### src/rtl/video_timing_pkg.sv
// Shared raster timing types, standard mode sets and the pipeline flag bundle
// used by the video timing generator.
package video_timing_pkg;

    typedef struct packed {
        int unsigned hapix;
        int unsigned hfpor;
        int unsigned hspul;
        int unsigned hbpor;
        int unsigned vapix;
        int unsigned vfpor;
        int unsigned vspul;
        int unsigned vbpor;
    } timing_t;

    localparam timing_t SVGA_120_RB = '{hapix: 800, hfpor: 48, hspul: 32, hbpor: 80,
                                        vapix: 600, vfpor: 3, vspul: 4, vbpor: 29};
    localparam timing_t SVGA_60     = '{hapix: 800, hfpor: 40, hspul: 128, hbpor: 88,
                                        vapix: 600, vfpor: 1, vspul: 4, vbpor: 23};
    localparam timing_t FWVGA_60    = '{hapix: 854, hfpor: 16, hspul: 80, hbpor: 96,
                                        vapix: 480, vfpor: 3, vspul: 10, vbpor: 7};
    localparam timing_t FWVGA_120_RB = '{hapix: 854, hfpor: 48, hspul: 32, hbpor: 80,
                                         vapix: 480, vfpor: 3, vspul: 10, vbpor: 8};

    // Per-position raster flags carried from the counters down the display pipe.
    typedef struct packed {
        logic active;
        logic hsync;
        logic vsync;
        logic line;
        logic frame;
    } flags_t;

    // Colour-bar order white, yellow, cyan, green, magenta, red, blue, black.
    function automatic logic [23:0] bar_colour(logic [2:0] idx);
        return {{8{~idx[1]}}, {8{~idx[2]}}, {8{~idx[0]}}};
    endfunction

endpackage

### src/rtl/video_raster_cnt.sv
// Raster position counters (cx, cy) held at the origin while run is low, with
// combinational decode of active area, sync windows and line/frame starts.
module video_raster_cnt
    import video_timing_pkg::*;
#(
    parameter int unsigned CW    = 12,
    parameter int unsigned HAPIX = 800,
    parameter int unsigned HFPOR = 48,
    parameter int unsigned HSPUL = 32,
    parameter int unsigned HBPOR = 80,
    parameter int unsigned VAPIX = 600,
    parameter int unsigned VFPOR = 3,
    parameter int unsigned VSPUL = 4,
    parameter int unsigned VBPOR = 29
) (
    input  logic          i_clk,
    input  logic          i_rst,
    input  logic          i_run,
    output logic [CW-1:0] o_cx,
    output logic [CW-1:0] o_cy,
    output flags_t        o_flags
);

    localparam int unsigned HTOTAL = HAPIX + HFPOR + HSPUL + HBPOR;
    localparam int unsigned VTOTAL = VAPIX + VFPOR + VSPUL + VBPOR;
    localparam logic [CW-1:0] H_LAST = CW'(HTOTAL - 1);
    localparam logic [CW-1:0] V_LAST = CW'(VTOTAL - 1);

    logic [CW-1:0] r_cx, r_cy;
    logic [31:0]   w_cx32, w_cy32;

    always_ff @(posedge i_clk or posedge i_rst) begin
        if (i_rst) begin
            r_cx <= '0;
            r_cy <= '0;
        end else if (!i_run) begin
            r_cx <= '0;
            r_cy <= '0;
        end else if (r_cx == H_LAST) begin
            r_cx <= '0;
            r_cy <= (r_cy == V_LAST) ? '0 : r_cy + 1'b1;
        end else begin
            r_cx <= r_cx + 1'b1;
        end
    end

    // Decode in 32 bits so a sync window ending exactly at HTOTAL cannot wrap.
    assign w_cx32 = 32'(r_cx);
    assign w_cy32 = 32'(r_cy);

    always_comb begin
        o_flags.active = (w_cx32 < HAPIX) && (w_cy32 < VAPIX);
        o_flags.hsync  = (w_cx32 >= HAPIX + HFPOR) && (w_cx32 < HAPIX + HFPOR + HSPUL);
        o_flags.vsync  = (w_cy32 >= VAPIX + VFPOR) && (w_cy32 < VAPIX + VFPOR + VSPUL);
        o_flags.line   = (r_cx == '0) && (w_cy32 < VAPIX);
        o_flags.frame  = (r_cx == '0) && (r_cy == '0);
    end

    assign o_cx = r_cx;
    assign o_cy = r_cy;

endmodule

### src/rtl/video_timing_gen.sv
// Raster timing generator: pixel requests lead DE/syncs by REQ_LEAD clocks; fetched RGB is
// realigned to DE and blanked. Define VIDEO_PATTERN_EN to add iPattern and colour bars.
module video_timing_gen
    import video_timing_pkg::*;
#(
    parameter int unsigned CW       = 12,
    parameter int unsigned HAPIX    = 800,
    parameter int unsigned HFPOR    = 48,
    parameter int unsigned HSPUL    = 32,
    parameter int unsigned HBPOR    = 80,
    parameter int unsigned VAPIX    = 600,
    parameter int unsigned VFPOR    = 3,
    parameter int unsigned VSPUL    = 4,
    parameter int unsigned VBPOR    = 29,
    parameter bit          HS_POL   = 1'b0,
    parameter bit          VS_POL   = 1'b0,
    parameter int unsigned REQ_LEAD = 2,
    parameter int unsigned BAR_W    = 100
) (
    input  logic          clock_pixel,
    input  logic          reset,
    input  logic          run,
    input  logic [7:0]    iRed,
    input  logic [7:0]    iGreen,
    input  logic [7:0]    iBlue,
`ifdef VIDEO_PATTERN_EN
    input  logic          iPattern,
`endif
    output logic          oRequest,
    output logic [CW-1:0] oReqX,
    output logic [CW-1:0] oReqY,
    output logic          SYNC_H,
    output logic          SYNC_V,
    output logic          DE,
    output logic [7:0]    oRed,
    output logic [7:0]    oGreen,
    output logic [7:0]    oBlue,
    output logic          oFrameStart,
    output logic          oLineStart
);

    localparam int unsigned HTOTAL = HAPIX + HFPOR + HSPUL + HBPOR;
    localparam int unsigned VTOTAL = VAPIX + VFPOR + VSPUL + VBPOR;

    if ((((HTOTAL - 1) >> CW) != 0) || (((VTOTAL - 1) >> CW) != 0)) begin : g_cw_check
        $error("video_timing_gen: CW too narrow for HTOTAL-1 / VTOTAL-1");
    end
    if ((REQ_LEAD < 1) || (REQ_LEAD > 16)) begin : g_lead_check
        $error("video_timing_gen: REQ_LEAD must be within 1..16");
    end

    logic [CW-1:0] w_cx, w_cy;
    flags_t        w_flags;

    video_raster_cnt #(
        .CW    (CW),
        .HAPIX (HAPIX),
        .HFPOR (HFPOR),
        .HSPUL (HSPUL),
        .HBPOR (HBPOR),
        .VAPIX (VAPIX),
        .VFPOR (VFPOR),
        .VSPUL (VSPUL),
        .VBPOR (VBPOR)
    ) u_raster_cnt (
        .i_clk   (clock_pixel),
        .i_rst   (reset),
        .i_run   (run),
        .o_cx    (w_cx),
        .o_cy    (w_cy),
        .o_flags (w_flags)
    );

    // Stage 0 is the request stage; stage REQ_LEAD drives DE and the syncs.
    flags_t        r_pipe [REQ_LEAD+1];
    logic [CW-1:0] r_req_x, r_req_y;
    logic [23:0]   r_rgb;
    logic [23:0]   w_src_rgb;

`ifdef VIDEO_PATTERN_EN
    logic [15:0] r_bar_px, w_bar_px;
    logic [2:0]  r_bar_idx, w_bar_idx;

    always_comb begin
        w_bar_px  = r_pipe[REQ_LEAD-1].line ? '0 : r_bar_px;
        w_bar_idx = r_pipe[REQ_LEAD-1].line ? '0 : r_bar_idx;
        w_src_rgb = iPattern ? bar_colour(w_bar_idx) : {iRed, iGreen, iBlue};
    end

    always_ff @(posedge clock_pixel or posedge reset) begin
        if (reset) begin
            r_bar_px  <= '0;
            r_bar_idx <= '0;
        end else if (!run) begin
            r_bar_px  <= '0;
            r_bar_idx <= '0;
        end else if (r_pipe[REQ_LEAD-1].active) begin
            if (32'(w_bar_px) == BAR_W - 1) begin
                r_bar_px  <= '0;
                r_bar_idx <= w_bar_idx + 3'd1;
            end else begin
                r_bar_px  <= w_bar_px + 16'd1;
                r_bar_idx <= w_bar_idx;
            end
        end
    end
`else
    assign w_src_rgb = {iRed, iGreen, iBlue};
`endif

    always_ff @(posedge clock_pixel or posedge reset) begin
        if (reset) begin
            for (int i = 0; i <= int'(REQ_LEAD); i++) r_pipe[i] <= '0;
            r_req_x <= '0;
            r_req_y <= '0;
            r_rgb   <= '0;
        end else if (!run) begin
            for (int i = 0; i <= int'(REQ_LEAD); i++) r_pipe[i] <= '0;
            r_req_x <= '0;
            r_req_y <= '0;
            r_rgb   <= '0;
        end else begin
            r_pipe[0] <= w_flags;
            for (int i = 1; i <= int'(REQ_LEAD); i++) r_pipe[i] <= r_pipe[i-1];
            r_req_x <= w_cx;
            r_req_y <= w_cy;
            // Capture on the edge that moves this pixel's flags into the DE stage.
            r_rgb   <= r_pipe[REQ_LEAD-1].active ? w_src_rgb : '0;
        end
    end

    assign oRequest    = r_pipe[0].active;
    assign oReqX       = r_req_x;
    assign oReqY       = r_req_y;
    assign DE          = r_pipe[REQ_LEAD].active;
    assign SYNC_H      = r_pipe[REQ_LEAD].hsync ? HS_POL : ~HS_POL;
    assign SYNC_V      = r_pipe[REQ_LEAD].vsync ? VS_POL : ~VS_POL;
    assign oFrameStart = r_pipe[REQ_LEAD].frame;
    assign oLineStart  = r_pipe[REQ_LEAD].line;
    assign oRed        = r_rgb[23:16];
    assign oGreen      = r_rgb[15:8];
    assign oBlue       = r_rgb[7:0];

endmodule

### config.mk
export PLATFORM = sky130hd
export DESIGN_NAME = video_timing_gen
export DESIGN_NICKNAME = d
export VERILOG_FILES = /design/src/rtl/video_timing_pkg.sv /design/src/rtl/video_raster_cnt.sv /design/src/rtl/video_timing_gen.sv
export SDC_FILE = /design/constraint.sdc
export NUM_CORES = 1
export LEC_CHECK = 0
export ABC_CLOCK_PERIOD_IN_PS = 3840
export CORE_AREA = 4 4 123 125
export DETAILED_ROUTE_END_ITERATION = 8
export DIE_AREA = 0 0 127 129
export SLEW_MARGIN = 20
export SYNTH_ARGS = -nofsm -noshare
export SYNTH_HDL_FRONTEND = slang
export SYNTH_SLANG_ARGS = --single-unit
### constraint.sdc
create_clock -name clock_pixel -period 3.84 [get_ports clock_pixel]
set_input_delay 0.576 -clock clock_pixel [delete_from_list [all_inputs] [get_ports clock_pixel]]
set_output_delay 0.576 -clock clock_pixel [all_outputs]
set_load 0.02 [all_outputs]
==> flow_summary_export.csv, run 1 <==
group,metric,value,unit
outcome,outcome,"finished, final reports clean",
clock_tree,clk_pin_slew,70,ps
clock_tree,postCtsHoldBufs,0,
cells_and_area,fillerInstances,1354,
cells_and_area,synthToLayoutAreaGrowth,36.4,%
synth,syn-num-nets,335,
sta,fmax,400,MHz
clock_tree,ctsResizeCount,0,
setup_path,reg2reg_slack,1340,ps
setup_path,critical_path.cell_chain,"or4b_4, o41ai_4, buf_4, o21ai_1, a22o_1",
cells_and_area,diodes,0,
sta,skew,10.6,ps
sta,hold_viol_final,0,
setup_path,path_delay_family,"compound AO/OA/AOI/OAI gates",
die,start_util,0.250,
sta,worstMarginPinSlew,771,ps
synth,synth.top_cell.area_share,0.627,
detailed_routing,post-route-drc-count,0,
sta,grt_setup_unrepaired,"false",
detailed_routing,route.vias.total,2505,
setup_path,critPathMaxStageDelay,690,ps
detailed_routing,antenna_left,0,
die,fp.dieH,129,um
clock_tree,post_cts_buffers,0,
pwr,p_per_area,397,nW/um^2
grt,grt_pass1_vias,2456,
placed_design,dp_hpwl,5.50,mm
sta,period_share,0.650,
setup_path,crit_required,4060,ps
synth,syn_area_per_cell,11.4,um^2
die,dieWidth,127,um
sta,period_minus_slack,2500,ps
detailed_routing,avgRoutedWirePerCell,13.9,um
clock_tree,cts_buffer_depth,2,
synth,ys.warnings.count,0,
grt,grt_pass1_wl,12.8,mm
grt,grt_max_degree,48,
hold_path,hold_depth,1,
synth,synth-seq-cells,87,
synth,yosys-top-cells-area,"dfrtp_1 63%, and2_1 5.2%, and3_1 5.0%",
synth,yosysUniqueCellTypes,38,
placed_design,placed_cell_area,4460,um^2
synth,synth_area_leader_cell,"dfrtp_1",
setup_path,critPathKind,"flop to flop",
die,die_area,16400,um^2
cells_and_area,final_area,4740,um^2
sta,finalSetupViolCount,0,
hold_path,worstHoldPathType,"flop to flop",
synth,netlist_instances,304,
setup_path,arrival,2720,ps
clock_tree,cts_sinks,87,
grt,antenna_found_initial,0,
cells_and_area,nets,412,
setup_path,worstSetupEndpointType,"flop",
cells_and_area,layout_commonest_cell,"dfrtp_1",
detailed_routing,dr.pass1.iters,4,
placed_design,gp_congestion,0.817,
setup_path,r2r_start,"u_raster_cnt.o_cx[7]$_DFF_PP0_",
setup_path,cp_num_buf_inv,1,
die,io_pins,81,
die,rows,43,
sta,relSlewSlack,0.485,
clock_tree,cts_tree,"built",
synth,synth_seq_area_share,0.627,
pwr,p_total,0.00188,W
pwr,ir_drop,197,uV
clock_tree,root_buffer,"clkbuf_16",
clock_tree,clk_latency,340,ps
setup_path,cp-start-kind,"flop",
sta,tns,0,ps
cells_and_area,layout_common_cells,"87 x dfrtp_1, 80 x clkdlybuf4s50_1, 29 x and2_1, 28 x and3_1, 23 x nor2_1",
hold_path,whs_endpoint,"oFrameStart$_DFF_PP0_",
pwr,p_leak,2.18,nW
hold_path,min_from,"r_pipe[5]$_DFF_PP0_",
synth,synthesis.area,3470,um^2
die,core_area,13900,um^2
cells_and_area,final_core_util,0.341,
detailed_routing,routed_wl,7.88,mm
clock_tree,ctsHtreeMaxLevel,3,
placed_design,io_buffers,80,
grt,overflow,0,
setup_path,r2r_end,"u_raster_cnt.o_cy[5]$_DFFE_PP0P_",
setup_path,cp_max_fo,13,
detailed_routing,vias_per_cell,4.43,
setup_path,cp_slowest_cell,"o41ai_4",
cells_and_area,drive_gt1_frac,0.0622,
sta,slew_violations,0,
grt,track_usage,0.0990,
setup_path,ff2ff_path_depth,5,
clock_tree,numCtsBuffers,9,
detailed_routing,drtIter0Drc,180,
flow_run,cap_violations,0,
[metal layers]
layer | vias up | track usage | wire [um] | share of wire
met5 | - | 0 | 0 | 0
met4 | 0 | 0.0379 | 121 | 0.015
met3 | 10 | 0.0349 | 501 | 0.064
met2 | 67 | 0.148 | 3560 | 0.45
met1 | 1220 | 0.132 | 3700 | 0.47
li1 | 1208 | - | - | -
[state kept, by name (all words and copies together) (netlist names)]
register           cells
oReqX                 12
oRequest               1
oLineStart             1
oFrameStart            1
r_pipe                11
DE                     1
u_raster_cnt.o_cx     12
r_rgb                 24
oReqY                 12
u_raster_cnt.o_cy     12
[worst max path at each step]
stage,slack [ps],depth (start not counted),start,endpoint
after floorplan,1010,1,reset,DE$_DFF_PP0_
final,1340,5,u_raster_cnt.o_cx[7]$_DFF_PP0_,u_raster_cnt.o_cy[5]$_DFFE_PP0P_
after global placement,1420,5,u_raster_cnt.o_cx[6]$_DFF_PP0_,u_raster_cnt.o_cy[5]$_DFFE_PP0P_
after detailed placement,1340,5,run,u_raster_cnt.o_cy[9]$_DFFE_PP0P_
after global routing,1190,5,u_raster_cnt.o_cx[7]$_DFF_PP0_,u_raster_cnt.o_cy[5]$_DFFE_PP0P_
after CTS,1340,5,u_raster_cnt.o_cx[7]$_DFF_PP0_,u_raster_cnt.o_cy[5]$_DFFE_PP0P_
[through the flow]
step | hold WS, ps | setup slack (ps) | instances
2_1_floorplan | 434 | 1010 | 304
6_report | 450 | 1340 | 566
4_1_cts | 449 | 1340 | 566
3_3_place_gp | 438 | 1420 | 550
5_1_grt | 466 | 1190 | 566
3_5_place_dp | 439 | 1340 | 550
[where the power goes]
part	leakage (nW)	internal (W)	switching (W)
Sequential	1.20	0.000932	0.00000950
Combinational	0.845	0.0000556	0.0000619
Clock	0.139	0.000458	0.000364
[kinds of logic after synthesis]
logic type	count (synthesis)	share of synthesized area
adders and majority gates	4	0.0144
xor gates and xnor gates	9	0.0227
buffers and inverters	32	0.0367
DFF	87	0.627
AOI/OAI and AO/OA	31	0.0673
and+or+nand+nor	141	0.232
[synth_stat cells, drive strengths merged]
cell type	count
dfrtp	87
and2	30
and3	28
nor2	23
clkbuf	14
inv	14
nand3	13
nand2	12
o21ai	10
nand4	8
nor4	8
xnor2	6
nor3	5
a22o	4
a31oi	4
buf	4
ha	4
nor2b	3
nor4b	3
or3	3
xor2	3
a21oi	2
a41oi	2
nand3b	2
o211ai	2
o221ai	2
a211o	1
a41o	1
and2b	1
nor3b	1
o2111ai	1
o31a	1
o41ai	1
or4b	1
[area by class of cell]
cell class	count	area (um^2)	area share
multi-input combinational	185	1170	0.247
inverter	14	53.8	0.0114
timing repair buffer	84	831	0.175
sequential	87	2180	0.459
clock inverter	6	43.8	0.00924
tap	180	225	0.0475
clock buffer	10	239	0.0504
Power figures use the tool's default switching activity.
==> inputs of run 2 (changes only) <==
--- a/config.mk
+++ b/config.mk
@@ -5,7 +5,7 @@
 export SDC_FILE = /design/constraint.sdc
 export NUM_CORES = 1
 export LEC_CHECK = 0
-export ABC_CLOCK_PERIOD_IN_PS = 3840
+export ABC_CLOCK_PERIOD_IN_PS = 2130
 export CORE_AREA = 4 4 123 125
 export DETAILED_ROUTE_END_ITERATION = 8
 export DIE_AREA = 0 0 127 129
==> constraint.sdc (replaced) <==
create_clock -name clock_pixel -period 2.13 [get_ports clock_pixel]
set_input_delay 0.3195 -clock clock_pixel [delete_from_list [all_inputs] [get_ports clock_pixel]]
set_output_delay 0.3195 -clock clock_pixel [all_outputs]
set_load 0.02 [all_outputs]
==> flow_summary_export.csv, run 2 (synthesized netlist as in run 1, its figures left out) <==
group,metric,value,unit
outcome,outcome,"finished, final reports clean",
die,rows,43,
placed_design,io_buffers,80,
detailed_routing,vias_per_cell,4.45,
setup_path,cp_slowest_cell,"or4b_4",
setup_path,ff2ff_path_depth,4,
setup_path,cp_max_fo,8,
placed_design,gp_congestion,0.864,
clock_tree,root_buffer,"clkbuf_16",
setup_path,crit_required,2360,ps
detailed_routing,routed_wl,7.97,mm
sta,slew_violations,0,
grt,grt_pass1_wl,13.2,mm
clock_tree,clk_latency,340,ps
setup_path,cp-start-kind,"flop",
die,die_area,16400,um^2
sta,relSlewSlack,0.642,
clock_tree,cts_tree,"built",
flow_run,cap_violations,0,
cells_and_area,drive_gt1_frac,0.0902,
grt,grt_max_degree,49,
sta,period_minus_slack,1990,ps
clock_tree,ctsHtreeMaxLevel,3,
cells_and_area,layout_commonest_cell,"dfrtp_1",
setup_path,r2r_start,"u_raster_cnt.o_cx[10]$_DFF_PP0_",
setup_path,worstSetupEndpointType,"flop",
sta,period_share,0.936,
placed_design,dp_hpwl,5.66,mm
clock_tree,cts_buffer_depth,2,
sta,skew,5.33,ps
die,io_pins,81,
detailed_routing,route.vias.total,2575,
detailed_routing,drtIter0Drc,197,
pwr,p_per_area,722,nW/um^2
setup_path,critPathKind,"flop to flop",
sta,worstMarginPinSlew,537,ps
die,start_util,0.250,
grt,antenna_found_initial,0,
clock_tree,clk_pin_slew,60,ps
cells_and_area,nets,425,
setup_path,path_delay_family,"compound AO/OA/AOI/OAI gates",
die,core_area,13900,um^2
pwr,ir_drop,356,uV
clock_tree,ctsResizeCount,0,
setup_path,reg2reg_slack,140,ps
grt,overflow,0,
sta,fmax,501,MHz
clock_tree,cts_sinks,87,
cells_and_area,layout_common_cells,"87 x dfrtp_1, 80 x clkdlybuf4s50_1, 29 x and2_1, 28 x and3_1, 23 x nor2_1",
detailed_routing,post-route-drc-count,0,
detailed_routing,avgRoutedWirePerCell,13.8,um
cells_and_area,diodes,0,
setup_path,arrival,2220,ps
sta,tns,0,ps
hold_path,worstHoldPathType,"input pin to asynchronous set/reset pin",
cells_and_area,synthToLayoutAreaGrowth,40.4,%
sta,hold_viol_final,0,
setup_path,cp_num_buf_inv,0,
grt,grt_pass1_vias,2561,
detailed_routing,dr.pass1.iters,4,
sta,grt_setup_unrepaired,"false",
sta,hold_slack,298,ps
clock_tree,postCtsHoldBufs,0,
cells_and_area,largest-register,"r_rgb",
pwr,p_leak,2.27,nW
sta,finalSetupViolCount,0,
detailed_routing,antenna_left,0,
die,dieWidth,127,um
clock_tree,post_cts_buffers,0,
cells_and_area,largest_reg_flops,24,
setup_path,critical_path.cell_chain,"or4b_4, o41ai_4, o21ai_1, a22o_1",
clock_tree,numCtsBuffers,9,
setup_path,critPathMaxStageDelay,580,ps
grt,track_usage,0.102,
setup_path,r2r_end,"u_raster_cnt.o_cy[4]$_DFFE_PP0P_",
die,fp.dieH,129,um
[run 2: cell count changes in the layout (fill, tap and decap cells not counted), sizes merged]
cell	delta
buf	+13
clkinv	-3
inv	-1
bufinv	+1
clkbuf	+3
[run 2: cell type report]
| class | instances | area (um^2) |
|---|---|---|
| clock inverters | 3 | 40.0 |
| inverters | 14 | 56.3 |
| well taps | 180 | 225 |
| fillers | 1360 | 9000 |
| repair buffers | 97 | 941 |
| clock buffers | 13 | 270 |
| multi-input cells | 185 | 1170 |
| flip-flops and latches | 87 | 2180 |
[run 2: report_power, final]
group	switching (W)	internal [W]
logic	0.000113	0.000108
registers	0.0000166	0.00168
clock network	0.000602	0.00100
[run 2: stage by stage]
step | instance area [um^2] | std cells | power (W) | setup WS [ps] | util
final | 4880 | 579 | 0.00352 | 136 | 0.352
after global routing | 4880 | 579 | 0.00368 | 22.8 | 0.352
after CTS | 4880 | 579 | 0.00358 | 134 | 0.352
after detailed placement | 4570 | 563 | 0.00196 | 136 | 0.329
after global placement | 4570 | 563 | 0.00195 | 226 | 0.329
after floorplan | 3480 | 304 | 0.00183 | 272 | -
[run 2: worst max path at each step]
stage	start	end	slack, ps	cells past startpoint
finish	u_raster_cnt.o_cx[10]$_DFF_PP0_	u_raster_cnt.o_cy[4]$_DFFE_PP0P_	140	4
global route	u_raster_cnt.o_cx[10]$_DFF_PP0_	u_raster_cnt.o_cy[4]$_DFFE_PP0P_	20	4
CTS	u_raster_cnt.o_cx[10]$_DFF_PP0_	u_raster_cnt.o_cy[3]$_DFFE_PP0P_	130	4
detailed placement	u_raster_cnt.o_cx[10]$_DFF_PP0_	u_raster_cnt.o_cy[4]$_DFFE_PP0P_	140	4
global placement	u_raster_cnt.o_cx[10]$_DFF_PP0_	u_raster_cnt.o_cy[5]$_DFFE_PP0P_	230	4
floorplan	u_raster_cnt.o_cx[10]$_DFF_PP0_	u_raster_cnt.o_cy[2]$_DFFE_PP0P_	270	4
[run 2: worst reg2reg max path, delay by kind of cell, from the launching register on]
family / cells / cell delay, ps
AO/OA/AOI/OAI: 3 / 920
AND/OR/NAND/NOR: 1 / 580
flip-flops: 1 / 390
[run 2: layer usage]
layer,vias up,wire [um],global-route usage
met5,-,0,0
met4,0,150,0.0290
met3,10,681,0.0452
met2,115,3560,0.156
met1,1224,3580,0.133
li1,1226,-,-
